`config.mk`:
```
export PLATFORM = sky130hd
export DESIGN_NAME = dom_sbox_pipe
export DESIGN_NICKNAME = d
export VERILOG_FILES = /design/src/rtl/dom_sbox_pipe.sv
export SDC_FILE = /design/constraint.sdc
export NUM_CORES = 1
export LEC_CHECK = 0
export CAP_MARGIN = 20
export CORE_MARGIN = 3
export CORE_UTILIZATION = 62
export DETAILED_ROUTE_END_ITERATION = 8
export PLACE_DENSITY = 0.89
export SLEW_MARGIN = 30
export SYNTH_ARGS = -nofsm -noshare
export SYNTH_HDL_FRONTEND = slang
export SYNTH_SLANG_ARGS = --single-unit
```
`constraint.sdc`:
```
create_clock -name clk -period 4.2 [get_ports clk]
set_input_delay 1.26 -clock clk [delete_from_list [all_inputs] [get_ports clk]]
set_output_delay 1.26 -clock clk [all_outputs]
set_load 0.005 [all_outputs]
```
`src/rtl/dom_sbox_pipe.sv`:
```
// dom_sbox_pipe: SHARES-share DOM-masked S-AES S-box (fwd/inv) using
// GF((2^2)^2) tower inversion, three register stages, valid/ready flow.
module dom_sbox_pipe #(
  parameter int SHARES = 2
) (
  input  logic                               clk,
  input  logic                               rst_n,
  input  logic                               in_valid,
  output logic                               in_ready,
  input  logic                               in_inv,
  input  logic [4*SHARES-1:0]                in_shares,
  input  logic [6*(SHARES*(SHARES-1)/2)-1:0] rnd,
  output logic                               out_valid,
  input  logic                               out_ready,
  output logic [4*SHARES-1:0]                out_shares
);

  localparam int R     = SHARES * (SHARES - 1) / 2;
  localparam int RND_W = 6 * R;

  if (SHARES < 2 || SHARES > 4) begin : g_bad_shares
    $error("dom_sbox_pipe: SHARES must be 2..4");
  end

  // GF(4) = GF(2)[y]/(y^2+y+1); tower GF(16) = GF(4)[z]/(z^2+z+y)
  function automatic logic [1:0] gf4_mul(logic [1:0] a, logic [1:0] b);
    logic [1:0] p;
    p[1] = (a[1] & b[1]) ^ (a[1] & b[0]) ^ (a[0] & b[1]);
    p[0] = (a[1] & b[1]) ^ (a[0] & b[0]);
    return p;
  endfunction

  function automatic logic [1:0] gf4_sq(logic [1:0] a);
    return {a[1], a[1] ^ a[0]};
  endfunction

  function automatic logic [1:0] gf4_sqn(logic [1:0] a);
    return {a[0], a[1]};
  endfunction

  function automatic logic [3:0] t_mul(logic [3:0] a, logic [3:0] b);
    logic [1:0] hh;
    logic [1:0] hi;
    logic [1:0] lo;
    hh = gf4_mul(a[3:2], b[3:2]);
    hi = hh ^ gf4_mul(a[3:2], b[1:0]) ^ gf4_mul(a[1:0], b[3:2]);
    lo = gf4_mul(hh, 2'b10) ^ gf4_mul(a[1:0], b[1:0]);
    return {hi, lo};
  endfunction

  function automatic logic [3:0] lin(logic [15:0] m, logic [3:0] x);
    logic [3:0] y;
    y = 4'h0;
    for (int i = 0; i < 4; i++)
      if (x[i]) y = y ^ m[4*i +: 4];
    return y;
  endfunction

  // Basis change found at elaboration: x -> root of x^4+x+1 in tower field
  function automatic logic [15:0] iso_fwd();
    logic [3:0]  b;
    logic [3:0]  b2;
    logic [3:0]  b4;
    logic [15:0] m;
    m = '0;
    for (int c = 2; c < 16; c++) begin
      b  = 4'(c);
      b2 = t_mul(b, b);
      b4 = t_mul(b2, b2);
      if ((b4 ^ b ^ 4'h1) == 4'h0 && m == '0)
        m = {t_mul(b2, b), b2, b, 4'h1};
    end
    return m;
  endfunction

  function automatic logic [15:0] inv_mat(logic [15:0] m);
    logic [15:0] r;
    r = '0;
    for (int j = 0; j < 4; j++)
      for (int x = 0; x < 16; x++)
        if (lin(m, 4'(x)) == 4'(1 << j)) r[4*j +: 4] = 4'(x);
    return r;
  endfunction

  function automatic logic [15:0] compose(logic [15:0] a, logic [15:0] b);
    logic [15:0] r;
    r = '0;
    for (int i = 0; i < 4; i++)
      r[4*i +: 4] = lin(a, b[4*i +: 4]);
    return r;
  endfunction

  function automatic int pidx(int i, int j);
    return i * SHARES - (i * (i + 1)) / 2 + (j - i - 1);
  endfunction

  localparam logic [15:0] AFF     = {4'hE, 4'h7, 4'hB, 4'hD};
  localparam logic [15:0] ISO     = iso_fwd();
  localparam logic [15:0] ISO_INV = inv_mat(ISO);
  localparam logic [15:0] MAP_I   = compose(ISO, inv_mat(AFF));
  localparam logic [15:0] OUT_F   = compose(AFF, ISO_INV);
  localparam logic [3:0]  C_I     = lin(MAP_I, 4'h9);

  function automatic logic [3:0] map_in(logic inv, logic s0, logic [3:0] x);
    logic [3:0] t;
    t = inv ? lin(MAP_I, x) : lin(ISO, x);
    if (inv && s0) t = t ^ C_I;
    return t;
  endfunction

  function automatic logic [3:0] map_out(logic inv, logic s0, logic [3:0] t);
    logic [3:0] y;
    y = inv ? lin(ISO_INV, t) : lin(OUT_F, t);
    if (!inv && s0) y = y ^ 4'h9;
    return y;
  endfunction

  logic en;
  logic v1_q, v1_d, v2_q, v2_d, v3_q, v3_d;
  logic r1_inv_q, r1_inv_d, r2_inv_q, r2_inv_d;
  logic [SHARES-1:0][1:0] s1_a1, s1_a0;
  logic [SHARES-1:0][SHARES-1:0][1:0] s1_c;
  logic [SHARES-1:0][1:0] r1_a1_q, r1_a1_d, r1_a0_q, r1_a0_d;
  logic [SHARES-1:0][SHARES-1:0][1:0] r1_c_q, r1_c_d;
  logic [SHARES-1:0][1:0] s2_d, s2_di;
  logic [SHARES-1:0][1:0] r2_a1_q, r2_a1_d, r2_a0_q, r2_a0_d;
  logic [SHARES-1:0][1:0] r2_di_q, r2_di_d;
  logic [SHARES-1:0][1:0] s3_b1, s3_b0;
  logic [4*SHARES-1:0] s3_out, out_q, out_d;

  // out_ready reaches in_ready combinationally through en
  always_comb begin
    en = !v3_q | out_ready;
  end

  assign in_ready   = en;
  assign out_valid  = v3_q;
  assign out_shares = out_q;

  // Diagonal of s1_c holds each domain's own terms
  always_comb begin
    s1_a1 = '0;
    s1_a0 = '0;
    s1_c  = '0;
    for (int i = 0; i < SHARES; i++) begin
      {s1_a1[i], s1_a0[i]} = map_in(in_inv, i == 0, in_shares[4*i +: 4]);
      s1_c[i][i] = gf4_sqn(s1_a1[i]) ^ gf4_sq(s1_a0[i])
                 ^ gf4_mul(s1_a1[i], s1_a0[i]);
    end
    for (int i = 0; i < SHARES; i++)
      for (int j = i + 1; j < SHARES; j++) begin
        s1_c[i][j] = gf4_mul(s1_a1[i], s1_a0[j]) ^ rnd[2*pidx(i, j) +: 2];
        s1_c[j][i] = gf4_mul(s1_a1[j], s1_a0[i]) ^ rnd[2*pidx(i, j) +: 2];
      end
  end

  always_comb begin
    v1_d     = v1_q;
    r1_inv_d = r1_inv_q;
    r1_a1_d  = r1_a1_q;
    r1_a0_d  = r1_a0_q;
    r1_c_d   = r1_c_q;
    if (en) begin
      v1_d     = in_valid;
      r1_inv_d = in_valid & in_inv;
      r1_a1_d  = in_valid ? s1_a1 : '0;
      r1_a0_d  = in_valid ? s1_a0 : '0;
      r1_c_d   = in_valid ? s1_c : '0;
    end
  end

  always_comb begin
    s2_d  = '0;
    s2_di = '0;
    for (int i = 0; i < SHARES; i++) begin
      for (int j = 0; j < SHARES; j++)
        s2_d[i] = s2_d[i] ^ r1_c_q[i][j];
      s2_di[i] = gf4_sq(s2_d[i]);
    end
  end

  always_comb begin
    v2_d     = v2_q;
    r2_inv_d = r2_inv_q;
    r2_a1_d  = r2_a1_q;
    r2_a0_d  = r2_a0_q;
    r2_di_d  = r2_di_q;
    if (en) begin
      v2_d     = v1_q;
      r2_inv_d = v1_q & r1_inv_q;
      r2_a1_d  = v1_q ? r1_a1_q : '0;
      r2_a0_d  = v1_q ? r1_a0_q : '0;
      r2_di_d  = v1_q ? s2_di : '0;
    end
  end

  always_comb begin
    s3_b1  = '0;
    s3_b0  = '0;
    s3_out = '0;
    for (int i = 0; i < SHARES; i++) begin
      s3_b1[i] = gf4_mul(r2_a1_q[i], r2_di_q[i]);
      s3_b0[i] = gf4_mul(r2_a1_q[i] ^ r2_a0_q[i], r2_di_q[i]);
    end
    for (int i = 0; i < SHARES; i++)
      for (int j = i + 1; j < SHARES; j++) begin
        s3_b1[i] ^= gf4_mul(r2_a1_q[i], r2_di_q[j])
                  ^ rnd[2*R + 2*pidx(i, j) +: 2];
        s3_b1[j] ^= gf4_mul(r2_a1_q[j], r2_di_q[i])
                  ^ rnd[2*R + 2*pidx(i, j) +: 2];
        s3_b0[i] ^= gf4_mul(r2_a1_q[i] ^ r2_a0_q[i], r2_di_q[j])
                  ^ rnd[RND_W - 2*R + 2*pidx(i, j) +: 2];
        s3_b0[j] ^= gf4_mul(r2_a1_q[j] ^ r2_a0_q[j], r2_di_q[i])
                  ^ rnd[RND_W - 2*R + 2*pidx(i, j) +: 2];
      end
    for (int i = 0; i < SHARES; i++)
      s3_out[4*i +: 4] = map_out(r2_inv_q, i == 0, {s3_b1[i], s3_b0[i]});
  end

  always_comb begin
    v3_d  = v3_q;
    out_d = out_q;
    if (en) begin
      v3_d  = v2_q;
      out_d = v2_q ? s3_out : '0;
    end
  end

  always_ff @(posedge clk or negedge rst_n) begin
    if (!rst_n) begin
      v1_q     <= 1'b0;
      v2_q     <= 1'b0;
      v3_q     <= 1'b0;
      r1_inv_q <= 1'b0;
      r2_inv_q <= 1'b0;
      r1_a1_q  <= '0;
      r1_a0_q  <= '0;
      r1_c_q   <= '0;
      r2_a1_q  <= '0;
      r2_a0_q  <= '0;
      r2_di_q  <= '0;
      out_q    <= '0;
    end else begin
      v1_q     <= v1_d;
      v2_q     <= v2_d;
      v3_q     <= v3_d;
      r1_inv_q <= r1_inv_d;
      r2_inv_q <= r2_inv_d;
      r1_a1_q  <= r1_a1_d;
      r1_a0_q  <= r1_a0_d;
      r1_c_q   <= r1_c_d;
      r2_a1_q  <= r2_a1_d;
      r2_a0_q  <= r2_a0_d;
      r2_di_q  <= r2_di_d;
      out_q    <= out_d;
    end
  end

endmodule

```
==> results.cfg, run 1 <==
[finish]
syn2layout_area_growth_pct = 11.9
drive_gt1_share_pct = 5.59
antenna_cells = 0
num-fill-cells = 346
final_area_mm2 = 0.00334
layout_common_cells = nand2_1 (75), xnor2_1 (48), dfrtp_1 (41)
nets = 378
final_common_cell = nand2_1

[route]
initialDrtViolationCount = 153
viasPerCell = 5.88
vias = 2412
drtAntennaViolNets = 0
first_pass_iters = 6
wl_per_cell_um = 15.4
post-route-drc-count = 0
drt-total-wl_mm = 6.30

[sta]
timing.hold.ws_ps = 477
hold_viol = 0
finClkSkew_ps = 9.53
tightest_slew_ps = 559
relSlewSlack_pct = 62.6
post-route-period-util_pct = 88.3
finalSetupViolCount = 0
rsz0062_at_grt = false
tns_ps = 0
fin_crit_ps = 3710
drv_slew = 0
clock.fmax_mhz = 270
worst_slack_ps = 490

[logic_synthesis]
syn_nets = 365
synth_cell_types = 45
synth_edf_count = 0
async_flop_share_pct = 100
synth_warnings = 0
syn_area_per_cell_um2 = 8.68
synthCells = 344
ys_seq_elements = 41
ys_seq_area_share_pct = 34.4
syn_area_mm2 = 0.00299
synthFlopType = dfrtp_1

[die]
rows = 24
initial_core_util_pct = 66.3
num_io_pins = 29
die_x_um = 75.4
dieHeight_um = 75.4
core_area_mm2 = 0.00450
die_area_mm2 = 0.00569

[global_route]
grt_overflow = 0
grt_pass1_vias = 2352
grt_pass1_wl_mm = 10.4
grt_max_degree = 43
grt_use_total_pct = 24.1
grt_antenna_before_repair = 0

[cts]
clk_latency_ps = 300
h-tree-depth = 2
tritoncts = built
ctsResizeCount = 0
post_cts_buffers = 0
clk_pin_slew_worst_paths_ps = 90
cts.sinks = 41
cts_buffer_depth = 2
cts_hold_buf = 0
cts-root-buf = clkbuf_8
numCtsBuffers = 5

[place]
placed_area_mm2 = 0.00323
io_buffers = 28
hpwl_mm = 4.59
gp_congestion = 0.882
pre_cts_ws_ps = 510

[critical_path]
required_ps = 2940
crit_type = input pin to primary output
crit_path_max_fanout = 2
endpoint_kind = primary output
cp-start-kind = input pin
worst_r2r_startpoint = r2_di_q[1]$_DFFE_PN0P_
arrival_ps = 2450
r2r_slack_ps = 1480
worstReg2RegEnd = out_shares[7]$_DFFE_PN0P_
rr_worst_depth = 7

[hold_path]
min_path_type = register to register
hold_path_depth = 2
hold_end = r1_inv_q$_DFFE_PN0P_
hp-start = r1_inv_q$_DFFE_PN0P_

[power_and_ir_drop]
p_per_area_mw_per_mm2 = 531
ir_worst_vdd_uv = 388
leakage_nw = 1.42

[flow_run]
drv_cap = 0

[status]
status = finished, final reports clean
## cell families after synthesis
group,synth area share (%)
and+or+nand+nor,21.5
xor gates and xnor gates,23.9
AOI/OAI and AO/OA,12.0
DFF,34.4
buffers and inverters,4.23
muxes,3.18
adders and majority gates,0.838
## power breakdown
part           internal (mW)  total, mW  switching, mW
logic                  0.396      0.814          0.418
clock network          0.178      0.323          0.145
registers              0.499      0.639          0.140
total                   1.07       1.78          0.704
## worst max path at each step
stage / endpoint / depth (start not counted) / start / slack [ps]
floorplan: in_ready / 4 / out_ready / 1070
global placement: in_ready / 4 / out_ready / 530
CTS: in_ready / 4 / out_ready / 510
finish: in_ready / 4 / out_ready / 490
global route: in_ready / 4 / out_ready / 480
detailed placement: in_ready / 4 / out_ready / 510
## worst max-delay path, stage by stage
cell	delay (ps)
clkdlybuf4s50_1	490
nor2b_2	50
inv_1	130
clkdlybuf4s50_1	520
## Yosys cell counts, types with 4 or more instances
library cell | instances | area [µm²]
nand2_1 | 75 | 282
xnor2_1 | 48 | 420
dfrtp_1 | 41 | 1030
o21ai_0 | 22 | 110
xor2_1 | 19 | 166
nand3_1 | 18 | 90.1
clkbuf_1 | 15 | 56.3
nor2_1 | 14 | 52.6
a21oi_1 | 7 | 35.0
a22o_1 | 7 | 61.3
nor2b_1 | 7 | 43.8
o211ai_1 | 6 | 45.0
buf_2 | 5 | 25.0
mux2i_1 | 5 | 50.1
nand2b_1 | 5 | 31.3
a22oi_1 | 4 | 30.0
nor3_1 | 4 | 20.0
## stage by stage
| step | cells | power (mW) | utilization, % |
|---|---|---|---|
| floorplan | 344 | 1.24 | - |
| detailed placement | 402 | 1.45 | 71.6 |
| finish | 410 | 1.78 | 74.2 |
| CTS | 410 | 1.78 | 74.2 |
| global route | 410 | 1.90 | 74.2 |
| global placement | 402 | 1.41 | 71.6 |
## state kept, by name (all words and copies together), names as in the netlist
signal / cells
r2_inv_q: 1
r1_a1_q: 4
v1_q: 1
v2_q: 1
r2_a1_q: 4
r1_inv_q: 1
r2_a0_q: 4
r2_di_q: 4
out_valid: 1
out_shares: 8
r1_a0_q: 4
r1_c_q: 8
## final cells by class
| class | count | area (µm²) | area share, % |
|---|---|---|---|
| Clock buffer | 5 | 68.8 | 2.06 |
| Clock inverter | 3 | 46.3 | 1.38 |
| Inverter | 2 | 7.51 | 0.225 |
| Multi-Input combinational cell | 277 | 1840 | 54.9 |
| Sequential cell | 41 | 1030 | 30.7 |
| Tap cell | 52 | 65.1 | 1.95 |
| Timing Repair Buffer | 30 | 293 | 8.76 |
## per-layer routing
metal  up-vias  share of wire, %  global-route usage [%]
met5         -                 0                       0
met4         0               2.9                    11.1
met3        17               4.7                    5.28
met2        74                51                    41.7
met1      1143                42                    28.5
li1       1178                 -                       -
Power figures use the tool's default switching activity.
==> run 2, diff against run 1 <==
SKIP_LAST_GASP = 1   (was not set)
==> results of run 2 <==
Final layout, timing and power as in run 1 (identical DEF).
